===== src/rtl/cpu_bus_ctrl_if.sv =====
// cpu_bus_ctrl_if -- CPU-side bus bundle for cpu_bus_ctrl.
//   master modport: the bus controller (drives phi2, rdy, selects, strobes).
//   slave  modport: the CPU / system side (drives address, rwb, halt, io_ready).
// Signals:
//   cpu_addr[15:0], cpu_rwb (1 = read), halt_req, io_ready   -> controller
//   cpu_phi2, cpu_rdy, ram_cs, rom_cs, io_cs, ram_we,
//   data_oe, timeout                                          <- controller
interface cpu_bus_ctrl_if;
  logic [15:0] cpu_addr;
  logic        cpu_rwb;
  logic        halt_req;
  logic        io_ready;
  logic        cpu_phi2;
  logic        cpu_rdy;
  logic        ram_cs;
  logic        rom_cs;
  logic        io_cs;
  logic        ram_we;
  logic        data_oe;
  logic        timeout;

  modport master (
    input  cpu_addr, cpu_rwb, halt_req, io_ready,
    output cpu_phi2, cpu_rdy, ram_cs, rom_cs, io_cs, ram_we, data_oe, timeout
  );

  modport slave (
    output cpu_addr, cpu_rwb, halt_req, io_ready,
    input  cpu_phi2, cpu_rdy, ram_cs, rom_cs, io_cs, ram_we, data_oe, timeout
  );
endinterface


===== src/rtl/cpu_bus_ctrl.sv =====
// cpu_bus_ctrl -- generates the CPU phi2 clock from clk, decodes the address
// into latched RAM/ROM/IO selects for the phi2-high phase, stretches the high
// phase while a slow I/O device is not ready, and drives the CPU RDY line.
// Parameters:
//   DIV         : half-period of cpu_phi2 in clk cycles (2..15)
//   MAX_STRETCH : max extra clk cycles the high phase may be stretched
// Ports:
//   clk, rst    : clock, asynchronous active-high reset
//   bus         : cpu_bus_ctrl_if.master (see interface file)
//   state_dbg   : current FSM state (0 = PHI1, 1 = PHI2, 2 = STRETCH)
//
// I/O handshake: io_cs acts as the request and stays asserted for the whole
// high phase; io_ready is the completion. io_ready is only looked at on the
// last normal high clk and on each STRETCH clk; the access completes on the
// first of those edges where io_ready is 1, and phi2 falls on that edge.
module cpu_bus_ctrl #(
  parameter int DIV         = 5,
  parameter int MAX_STRETCH = 32
) (
  input  logic              clk,
  input  logic              rst,
  cpu_bus_ctrl_if.master    bus,
  output logic [1:0]        state_dbg
);

  localparam int SW = (MAX_STRETCH > 1) ? $clog2(MAX_STRETCH) : 1;
  localparam logic [3:0]    PH_LAST = 4'(DIV - 1);
  localparam logic [3:0]    PH_WE   = 4'(DIV - 2);
  localparam logic [SW-1:0] ST_LAST = SW'(MAX_STRETCH - 1);

  typedef enum logic [1:0] {
    PHI1    = 2'd0,
    PHI2    = 2'd1,
    STRETCH = 2'd2
  } state_t;

  state_t        state;
  logic [3:0]    ph_cnt;
  logic [SW-1:0] st_cnt;
  logic          rwb_q;

  // Address decode, sampled into the chip selects when phi2 rises.
  logic dec_ram, dec_io, dec_rom;
  assign dec_ram = ~bus.cpu_addr[15];
  assign dec_io  = (bus.cpu_addr[15:8] == 8'h80);
  assign dec_rom = bus.cpu_addr[15] & ~dec_io;

  // The low address byte takes no part in decode.
  logic addr_lo_unused;
  assign addr_lo_unused = ^bus.cpu_addr[7:0];

  logic hi_done, io_wait, st_done, go_low;
  assign hi_done = (state == PHI2) && (ph_cnt == PH_LAST);
  assign io_wait = bus.io_cs & ~bus.io_ready;
  assign st_done = (state == STRETCH) && (bus.io_ready || (st_cnt == ST_LAST));
  // phi2 falls on this edge.
  assign go_low  = (hi_done && !io_wait) || st_done;

  assign state_dbg = state;

  always_ff @(posedge clk or posedge rst) begin
    if (rst) begin
      state        <= PHI1;
      ph_cnt       <= '0;
      st_cnt       <= '0;
      rwb_q        <= 1'b0;
      bus.cpu_phi2 <= 1'b0;
      bus.cpu_rdy  <= 1'b0;
      bus.ram_cs   <= 1'b0;
      bus.rom_cs   <= 1'b0;
      bus.io_cs    <= 1'b0;
      bus.ram_we   <= 1'b0;
      bus.data_oe  <= 1'b0;
      bus.timeout  <= 1'b0;
    end else begin
      bus.ram_we <= 1'b0;
      case (state)
        PHI1: begin
          if (ph_cnt == PH_LAST) begin
            ph_cnt       <= '0;
            state        <= PHI2;
            bus.cpu_phi2 <= 1'b1;
            bus.ram_cs   <= dec_ram;
            bus.rom_cs   <= dec_rom;
            bus.io_cs    <= dec_io;
            rwb_q        <= bus.cpu_rwb;
            // Exactly one select is set, so the OR of selects is 1 here.
            bus.data_oe  <= bus.cpu_rwb;
          end else begin
            ph_cnt <= ph_cnt + 4'd1;
          end
        end
        PHI2: begin
          if (hi_done) begin
            ph_cnt <= '0;
            if (io_wait) begin
              state  <= STRETCH;
              st_cnt <= '0;
            end
          end else begin
            ph_cnt <= ph_cnt + 4'd1;
            // RAM accesses are never stretched, so the last high clk is
            // the one following count DIV-2.
            if ((ph_cnt == PH_WE) && bus.ram_cs && !rwb_q) begin
              bus.ram_we <= 1'b1;
            end
          end
        end
        STRETCH: begin
          if (!st_done) begin
            st_cnt <= st_cnt + SW'(1);
          end else if (!bus.io_ready) begin
            bus.timeout <= 1'b1;
          end
        end
        default: state <= PHI1;
      endcase

      if (go_low) begin
        state        <= PHI1;
        bus.cpu_phi2 <= 1'b0;
        bus.ram_cs   <= 1'b0;
        bus.rom_cs   <= 1'b0;
        bus.io_cs    <= 1'b0;
        bus.data_oe  <= 1'b0;
        // RDY only moves on PHI1 entry, so short halt pulses are ignored.
        bus.cpu_rdy  <= ~bus.halt_req;
      end
    end
  end

endmodule


===== src/flat_wrapper.sv =====
// flat-port wrapper written by rule: the top's interface ports become plain ports
module cpu_bus_ctrl_flat 
#(
  parameter int DIV         = 5,
  parameter int MAX_STRETCH = 32
)
  (clk, rst, state_dbg, bus_cpu_addr, bus_cpu_rwb, bus_halt_req, bus_io_ready, bus_cpu_phi2, bus_cpu_rdy, bus_ram_cs, bus_rom_cs, bus_io_cs, bus_ram_we, bus_data_oe, bus_timeout);
  cpu_bus_ctrl_if bus_i ();
  input  logic clk;
  input  logic rst;
  output logic [1:0] state_dbg;
  input wire logic [$bits(bus_i.cpu_addr)-1:0] bus_cpu_addr;
  input wire logic [$bits(bus_i.cpu_rwb)-1:0] bus_cpu_rwb;
  input wire logic [$bits(bus_i.halt_req)-1:0] bus_halt_req;
  input wire logic [$bits(bus_i.io_ready)-1:0] bus_io_ready;
  output wire logic [$bits(bus_i.cpu_phi2)-1:0] bus_cpu_phi2;
  output wire logic [$bits(bus_i.cpu_rdy)-1:0] bus_cpu_rdy;
  output wire logic [$bits(bus_i.ram_cs)-1:0] bus_ram_cs;
  output wire logic [$bits(bus_i.rom_cs)-1:0] bus_rom_cs;
  output wire logic [$bits(bus_i.io_cs)-1:0] bus_io_cs;
  output wire logic [$bits(bus_i.ram_we)-1:0] bus_ram_we;
  output wire logic [$bits(bus_i.data_oe)-1:0] bus_data_oe;
  output wire logic [$bits(bus_i.timeout)-1:0] bus_timeout;
  assign bus_i.cpu_addr = bus_cpu_addr;
  assign bus_i.cpu_rwb = bus_cpu_rwb;
  assign bus_i.halt_req = bus_halt_req;
  assign bus_i.io_ready = bus_io_ready;
  assign bus_cpu_phi2 = bus_i.cpu_phi2;
  assign bus_cpu_rdy = bus_i.cpu_rdy;
  assign bus_ram_cs = bus_i.ram_cs;
  assign bus_rom_cs = bus_i.rom_cs;
  assign bus_io_cs = bus_i.io_cs;
  assign bus_ram_we = bus_i.ram_we;
  assign bus_data_oe = bus_i.data_oe;
  assign bus_timeout = bus_i.timeout;
  cpu_bus_ctrl #(.DIV(DIV), .MAX_STRETCH(MAX_STRETCH)) u_core (.clk(clk), .rst(rst), .bus(bus_i), .state_dbg(state_dbg));
endmodule

===== config.mk =====
export PLATFORM = sky130hd
export DESIGN_NAME = cpu_bus_ctrl_flat
export DESIGN_NICKNAME = d
export VERILOG_FILES = /design/src/rtl/cpu_bus_ctrl_if.sv /design/src/rtl/cpu_bus_ctrl.sv /design/src/flat_wrapper.sv
export SDC_FILE = /design/constraint.sdc
export NUM_CORES = 1
export LEC_CHECK = 0
export BUFFER_PORTS_ARGS = -buffer_cell sky130_fd_sc_hd__buf_2
export CAP_MARGIN = 25
export CELL_PAD_IN_SITES_DETAIL_PLACEMENT = 1
export CELL_PAD_IN_SITES_GLOBAL_PLACEMENT = 2
export CORE_MARGIN = 4
export CORE_UTILIZATION = 25
export CTS_BUF_LIST = sky130_fd_sc_hd__clkbuf_16
export DETAILED_ROUTE_END_ITERATION = 12
export PLACE_DENSITY_LB_ADDON = 0.1
export SETUP_SLACK_MARGIN = 0.15
export SLEW_MARGIN = 20
export SYNTH_ARGS = -nofsm -noshare
export SYNTH_HDL_FRONTEND = slang
export SYNTH_SLANG_ARGS = --single-unit
export TNS_END_PERCENT = 100

===== constraint.sdc =====
create_clock -name clk -period 5.1 [get_ports clk]
set_clock_uncertainty 0.05 [all_clocks]
set_input_delay 1.02 -clock clk [delete_from_list [all_inputs] [get_ports clk]]
set_output_delay 1.02 -clock clk [all_outputs]
set_load 0.01 [all_outputs]

After elaboration in Yosys (flattened, before gate mapping) --
Index checks and enable logic that the tools add are counted.
Word-level totals: flip-flop bits (word level) 20, input bits 21, logic and storage cells 82
Operators by class: add/sub/neg operators 2, equality and inequality tests 13, multiplexer cells 30, bitwise operators 6, reductions and logical operators 19
Operators by type and width (count):
- $mux W1 | 18
- $mux W5 | 3
- $pmux W5 S2 | 1
- $ne A3 B1 Y1 const B | 3
- $eq A8 B8 Y1 const B | 1
- $mux W2 | 4
- $mux W4 | 2
- $pmux W4 S2 | 1
- $reduce_and A4 Y1 | 2
- $reduce_bool A2 Y1 | 4
- $ne A2 B1 Y1 const B | 3
- $pmux W2 S3 | 1
- $add A5 B1 Y5 const B | 1
- $eq A5 B5 Y1 const B | 1
- $logic_and A1 B1 Y1 | 5
- $add A4 B1 Y4 const B | 1
- $eq A4 B2 Y1 const B | 1
- $eq A4 B3 Y1 const B | 1
- $not A1 Y1 | 4
- $reduce_and A2 Y1 | 2
- $reduce_and A3 Y1 | 1
- $and A1 B1 Y1 | 2
- $eq A2 B1 Y1 const B | 1
- $eq A2 B2 Y1 const B | 1
- other kinds (4) | 6

Longest topological paths before layout --
Gate-level depths: netlist (run 1).
depth in word-level cells 7, gate-level depth with buffers 7, mapped depth without buffers 7

Worst setup path before layout (run 1) --
No wires, ideal clock.
path kind register to register, from register u_core.st_cnt[0], to register u_core.st_cnt[3], setup time 0.124 ns, arrival time 1.627 ns, data required time 4.926 ns, slack 3.299 ns, stages on the path, launching flop included 8, buffers on the path 0, cells stage by stage dfrtp_1 > ha_1 > and3_1 > ha_1 > nor4b_4 > nand4_1 > xor2_1 > nor2_1
On the way: word-level cells in the longest chain between the ends 5
RTL lines:
- start: declaration | RTL line cpu_bus_ctrl.sv:39 | logic [SW-1:0] st_cnt;
- start signal: assignment | RTL line cpu_bus_ctrl.sv:111 | st_cnt <= st_cnt + SW'(1);
- parallel branches: the longest is 5 deep, another holds $add A5 B1 Y5
Several ways; the timed one is not identified. The select of a mux whose other input is x is not followed. A chain may end at the register's enable or synchronous reset.

Worst setup path in the final report (run 1) --
from register u_core.state[0] (netlist: u_core.state_dbg[0]), to output state_dbg[0]
RTL lines:
- start: declaration | RTL line cpu_bus_ctrl.sv:37 | state_t state;
- start signal: assignment | RTL line cpu_bus_ctrl.sv:63 | state <= PHI1;
- start signal: assignment | RTL line cpu_bus_ctrl.sv:81 | state <= PHI2;
- start signal: assignment | RTL line cpu_bus_ctrl.sv:97 | state <= STRETCH;
- end: declaration | RTL line flat_wrapper.sv:11 | output logic [1:0] state_dbg;
No word-level cell between the ends.

==> impl_metrics.yaml, run 1 <==
floorplan:
  die_h_um: 71.40
  start_util_pct: 26.64
  placeableCoreArea_mm2: 0.003771
  die_x_um: 71.40
  die_area_mm2: 0.005097
  io_pins: 31
  num_rows: 22
cts:
  cts_buffers: 3
  cts.path.max_buffers: 2
  clkLatencyLatePin_ns: 0.25
  cts_max_level: 1
  clkSlewWorstSetupHoldPaths_ns: 0.06
  clock-sinks: 20
  postCtsSetupRepairBufs: 0
  ctsHoldBuffers: 0
  cts_resized: 0
  cts-root-buf: "clkbuf_16"
  cts_tree: "done"
setup_path:
  path_cells: "buf_2"
  r2r_cells: 7
  worst-path-max-fanout: 9
  startpoint: "u_core.state_dbg[0]"
  cp-end-kind: "primary output"
  cp-start-kind: "register"
  max_stage_delay_ns: 0.57
  path_depth: 1
  ff2ff_setup_slack_ns: 3.10
  cp_top_family: "flip-flops"
  cp_data_arrival_time_ns: 1.03
  r2r_start: "u_core.st_cnt[0]"
  reg2reg_to: "u_core.st_cnt[3]"
  critPathRequiredTime_ns: 4.03
  crit_path_end: "state_dbg[0]"
  worstSetupPathType: "register to primary output"
  slowest_stage: "dfrtp_1"
  cp_num_buf_inv: 1
synth:
  synth_cell_type_count: 31
  synth_edf_count: 0
  synth_common_cells: "dfrtp_1, nand2_1, nor2_1"
  synth_most_common_cell: "dfrtp_1"
  synth_warnings: 0
  synth-seq-cells: 20
  synth.avg_cell_area_um2: 10.58
  synth_cells: 95
  synth_top_area_cell: "dfrtp_1"
  synth_area_leaders: "dfrtp_1, nand2_1, ha_1"
  synthArstFlopShare_pct: 100.0
  seq_area_frac_synth_pct: 49.81
  syn_area_mm2: 0.001005
  synthFlopType: "dfrtp_1"
  yosysTopAreaCellShare_pct: 49.81
  syn_nets: 120
power:
  power_frac_comb_pct: 26.8
  p_seq_share_pct: 44.1
  p_leak_nw: 0.5931
  ir_drop_uv: 182.8
  clkPwrFrac_pct: 29.0
  p_sw_share_pct: 32.11
  power_density_mw_per_mm2: 459.2
  p_int_mw: 0.3823
  p_sw_mw: 0.1808
  p_total_mw: 0.5631
routing:
  drt.antenna.violating_nets: 0
  wl_per_cell_um: 13.15
  drcViolationCount: 0
  first_pass_iters: 2
  via_count: 753
  wl_um: 2183
  vias_per_cell: 4.536
  drt_iter0_drc: 18
placement:
  place.port_buffers: 22
  dpl_cell_area_mm2: 0.001147
  post-dp-hpwl_um: 1653
  gp_congestion: 0.6948
status:
  status: "completed"
finish:
  largest_reg_flops: 5
  multi_input_area_um2: 454.2
  fin_util_pct: 32.51
  largest_register: "u_core.st_cnt"
  num-nets-final: 144
  post-route-cell-area_mm2: 0.001226
  drive_above_1_share_pct: 27.12
  syn_to_final_growth_pct: 22.04
  regArea_um2: 500.5
  fillers: 434
  antenna_cells: 0
grt:
  grt_pass1_wl_um: 3939
  grt_antenna_before_repair: 0
  grtUsageTotal_pct: 9.886
  grt_pass1_vias: 841
  overflow: 0
  grt_max_degree: 21
sta:
  worst_pin_slew_ns: 0.8039
  maxSlewHeadroom_pct: 46.35
  setup_violations: 0
  hold_violations: 0
  rsz0062_at_grt: "false"
  fmax_mhz: 475.1
  min_period_over_period_pct: 41.27
  maxSlewViolCount: 0
  layout_min_cycle_time_ns: 2.105
  finalSetupTns_ns: 0
min_path:
  holdCritPathClass: "register to register"
job:
  cap_viol_max_count: 0
-- kinds of logic (layout without fill, tap and decap cells) --
kind of cell / count (synthesis) / in the layout / share of synthesized area, %
AND/OR/NAND/NOR: 39 / 39 / 21.67
flip-flops: 20 / 20 / 49.81
adder cells (fa/ha/maj): 4 / 4 / 4.982
AO/OA/AOI/OAI: 16 / 16 / 11.33
buffers and inverters: 9 / 32 / 4.981
XOR/XNOR: 3 / 3 / 2.616
multiplexers: 4 / 4 / 4.607
-- metal layers --
| layer | global-route usage, % | vias up | wire, µm |
|---|---|---|---|
| met5 | 0 | - | 0 |
| met4 | 3.132 | 0 | 17 |
| met1 | 12.35 | 372 | 991 |
| li1 | - | 369 | - |
| met2 | 15.92 | 10 | 1088 |
| met3 | 3.506 | 2 | 86 |
-- power groups by stage --
stage	clock network (mW)	logic, mW	registers (mW)
3_5_place_dp	0	0.155	0.252
2_1_floorplan	0	0.115	0.241
4_1_cts	0.170	0.155	0.250
6_report	0.163	0.151	0.248
5_1_grt	0.182	0.173	0.258
3_3_place_gp	0	0.150	0.251
-- worst min path at each step --
stage,cells after the start,slack [ns],start,to
3_5_place_dp,1,0.41,u_core.bus.timeout,u_core.bus.timeout
6_report,1,0.42,u_core.bus.timeout,u_core.bus.timeout
3_3_place_gp,1,0.41,u_core.bus.timeout,u_core.bus.timeout
2_1_floorplan,1,0.42,u_core.st_cnt[0],u_core.st_cnt[0]
4_1_cts,1,0.43,u_core.bus.timeout,u_core.bus.timeout
5_1_grt,1,0.47,u_core.bus.timeout,u_core.bus.timeout
-- cell usage in the layout (no fill, tap or decap) --
cell	instances
a21o_1	1
a21oi_1	2
a21oi_2	1
and3_1	1
and4bb_4	1
buf_2	22
clkbuf_16	3
clkinv_1	1
dfrtp_1	20
ha_1	4
inv_1	6
mux2_2	1
mux2_4	1
mux2i_1	2
nand2_1	14
nand2_2	1
nand2b_1	3
nand3_1	1
nand4_1	1
nand4b_1	1
nor2_1	8
nor2b_1	2
nor3_1	2
nor4_1	1
nor4b_1	1
nor4b_4	1
o21ai_0	7
o21bai_1	1
o221ai_4	1
o22ai_1	3
or3_1	1
xor2_1	3
-- final cells by class --
| class | instances | area share (%) |
|---|---|---|
| clock inverters | 1 | 0.3061 |
| repair buffers | 22 | 8.980 |
| clock buffers | 3 | 6.122 |
| well taps | 48 | 4.898 |
| inverters | 6 | 1.837 |
| multi-input cells | 66 | 37.04 |
| flip-flops and latches | 20 | 40.82 |
-- metrics by stage --
stage / instances / hold WS (ns) / setup WS (ns)
floorplan: 95 / 0.4175 / 3.299
global placement: 162 / 0.4106 / 2.997
detailed placement: 162 / 0.4129 / 3.004
CTS: 166 / 0.4282 / 2.972
global route: 166 / 0.4670 / 2.891
finish: 166 / 0.4220 / 2.995
No activity file was read; power rests on OpenSTA's default activity.
==> run 2, diff against run 1 <==
Clock period 5.1 ns to 1.83 ns, I/O delays scaled along.
==> impl_metrics.yaml, run 2 (same netlist as run 1, synthesis figures left out) <==
cts:
  cts.path.max_buffers: 2
  cts-root-buf: "clkbuf_16"
  clkLatencyLatePin_ns: 0.25
  ctsHoldBuffers: 0
  cts_buffers: 3
  clkSlewWorstSetupHoldPaths_ns: 0.06
  clock-sinks: 20
  cts_max_level: 1
  cts_tree: "done"
routing:
  drcViolationCount: 0
  drt_iter0_drc: 12
  drt-met1-wl_um: 1109
  top_layer_used: "met4"
  vias_per_cell: 4.517
  wl_per_cell_um: 13.74
  first_pass_iters: 4
  drt.antenna.violating_nets: 0
  wl_met2_um: 1235
  via_count: 804
  wl_um: 2446
  met3_wirelength_um: 68
grt:
  grt_pass1_vias: 911
  grt_antenna_before_repair: 0
  grtUsageTotal_pct: 10.42
  overflow: 0
  grt_max_degree: 21
  grt_pass1_wl_um: 4146
setup_path:
  r2r_start: "u_core.st_cnt[0]"
  startpoint: "u_core.st_cnt[0]"
  ff2ff_setup_slack_ns: 0.1
  worst-path-max-fanout: 4
  worstSetupPathType: "register to register"
  cp_data_arrival_time_ns: 1.82
  reg2reg_to: "u_core.st_cnt[3]"
  critPathRequiredTime_ns: 1.92
  cp-end-kind: "register"
  r2r_cells: 7
  cp-start-kind: "register"
  crit_path_end: "u_core.st_cnt[3]"
finish:
  final_common_cell: "buf_2"
  largest_reg_flops: 5
  antenna_cells: 0
  mostFrequentLayoutCells: "buf_2, dfrtp_1, nand2_1, buf_4"
  syn_to_final_growth_pct: 37.48
  largest_register: "u_core.st_cnt"
  drive_above_1_share_pct: 43.85
  num-nets-final: 157
  stdcell_count: 178
  post-route-cell-area_mm2: 0.001381
sta:
  min_period_over_period_pct: 94.58
  setup_violations: 0
  maxSlewViolCount: 0
  worst_pin_slew_ns: 0.4248
  rsz0062_at_grt: "true"
  fmax_mhz: 577.8
  hold_violations: 0
  layout_min_cycle_time_ns: 1.731
  maxSlewHeadroom_pct: 71.68
job:
  cap_viol_max_count: 0
placement:
  dpl_cell_area_mm2: 0.001212
  post-dp-hpwl_um: 1781
  place.port_buffers: 22
  dpl.cell_count: 168
  gp_congestion: 0.6737
power:
  p_leak_nw: 0.6568
  ir_drop_uv: 318.6
  power_density_mw_per_mm2: 1217
floorplan:
  start_util_pct: 26.64
  die_area_mm2: 0.005097
  num_rows: 22
  die_x_um: 71.40
  die_h_um: 71.40
  io_pins: 31
  placeableCoreArea_mm2: 0.003771
status:
  status: "completed"
min_path:
  holdCritPathClass: "input pin to async pin"
## run 2: changes by cell type in the layout (fill, tap and decap cells not counted), moves of 2 or more
cell and change:
buf_4 +12, ha_1 -3, ha_4 +2, inv_1 -2
inv_2 +2, nand2_1 -2, nand2_2 +2, nor2_1 -2
## run 2: cell type report
type                       count  area (µm²)
fill                         436        2390
multi-input combinational     66       511.7
sequential                    20       500.5
timing repair buffer          35       211.5
clock buffer                   3       75.07
tap                           48       60.06
inverter                       6       22.52
## run 2: power breakdown
part	switching [mW]	total [mW]	internal, mW
Sequential	0.117	0.679	0.562
Combinational	0.265	0.555	0.290
Clock	0.159	0.447	0.288
## run 2: timing repair
action	CTS	global route
setup buffers	5	2
gates resized for setup	5	8
cloned	0	0
endpoints found under the setup margin	5	9
pin swaps	9	5
## run 2: critical path: stages (launching register included)
cell and delay [ns]:
dfrtp_1 0.39, ha_2 0.20, and3_4 0.15, ha_4 0.16
nor4b_4 0.30, nand4_1 0.16, xor2_1 0.16, nor2_1 0.05
## run 2: worst min path at each step
stage,startpoint,endpoint,slack [ns],cells past startpoint
2_1_floorplan,rst,u_core.bus.cpu_phi2,0.28,1
3_3_place_gp,rst,u_core.rwb_q,0.36,3
3_5_place_dp,rst,u_core.bus.ram_we,0.37,3
4_1_cts,rst,u_core.ph_cnt[1],0.11,3
5_1_grt,rst,u_core.bus.ram_we,0.14,3
6_report,rst,u_core.ph_cnt[1],0.09,3
## run 2: layer usage
metal  vias up  global-route usage (%)
met5         -                       0
met1       397                   12.37
met3         4                   2.104
met4         0                   3.132
li1        392                       -
met2        11                   18.78
## run 2: through the flow
step                      util (%)  power (mW)  setup slack (ns)  setup TNS (ns)  hold WS (ns)
after floorplan                  -      0.9919            0.1635               0        0.2798
after global placement       32.15       1.148           0.06297               0        0.3612
after detailed placement     32.15       1.171           0.03759               0        0.3726
after CTS                    35.43       1.654           0.07365               0        0.1059
after global routing         36.63       1.829          -0.02835        -0.02835        0.1389
final                        36.63       1.682           0.09917               0       0.08934
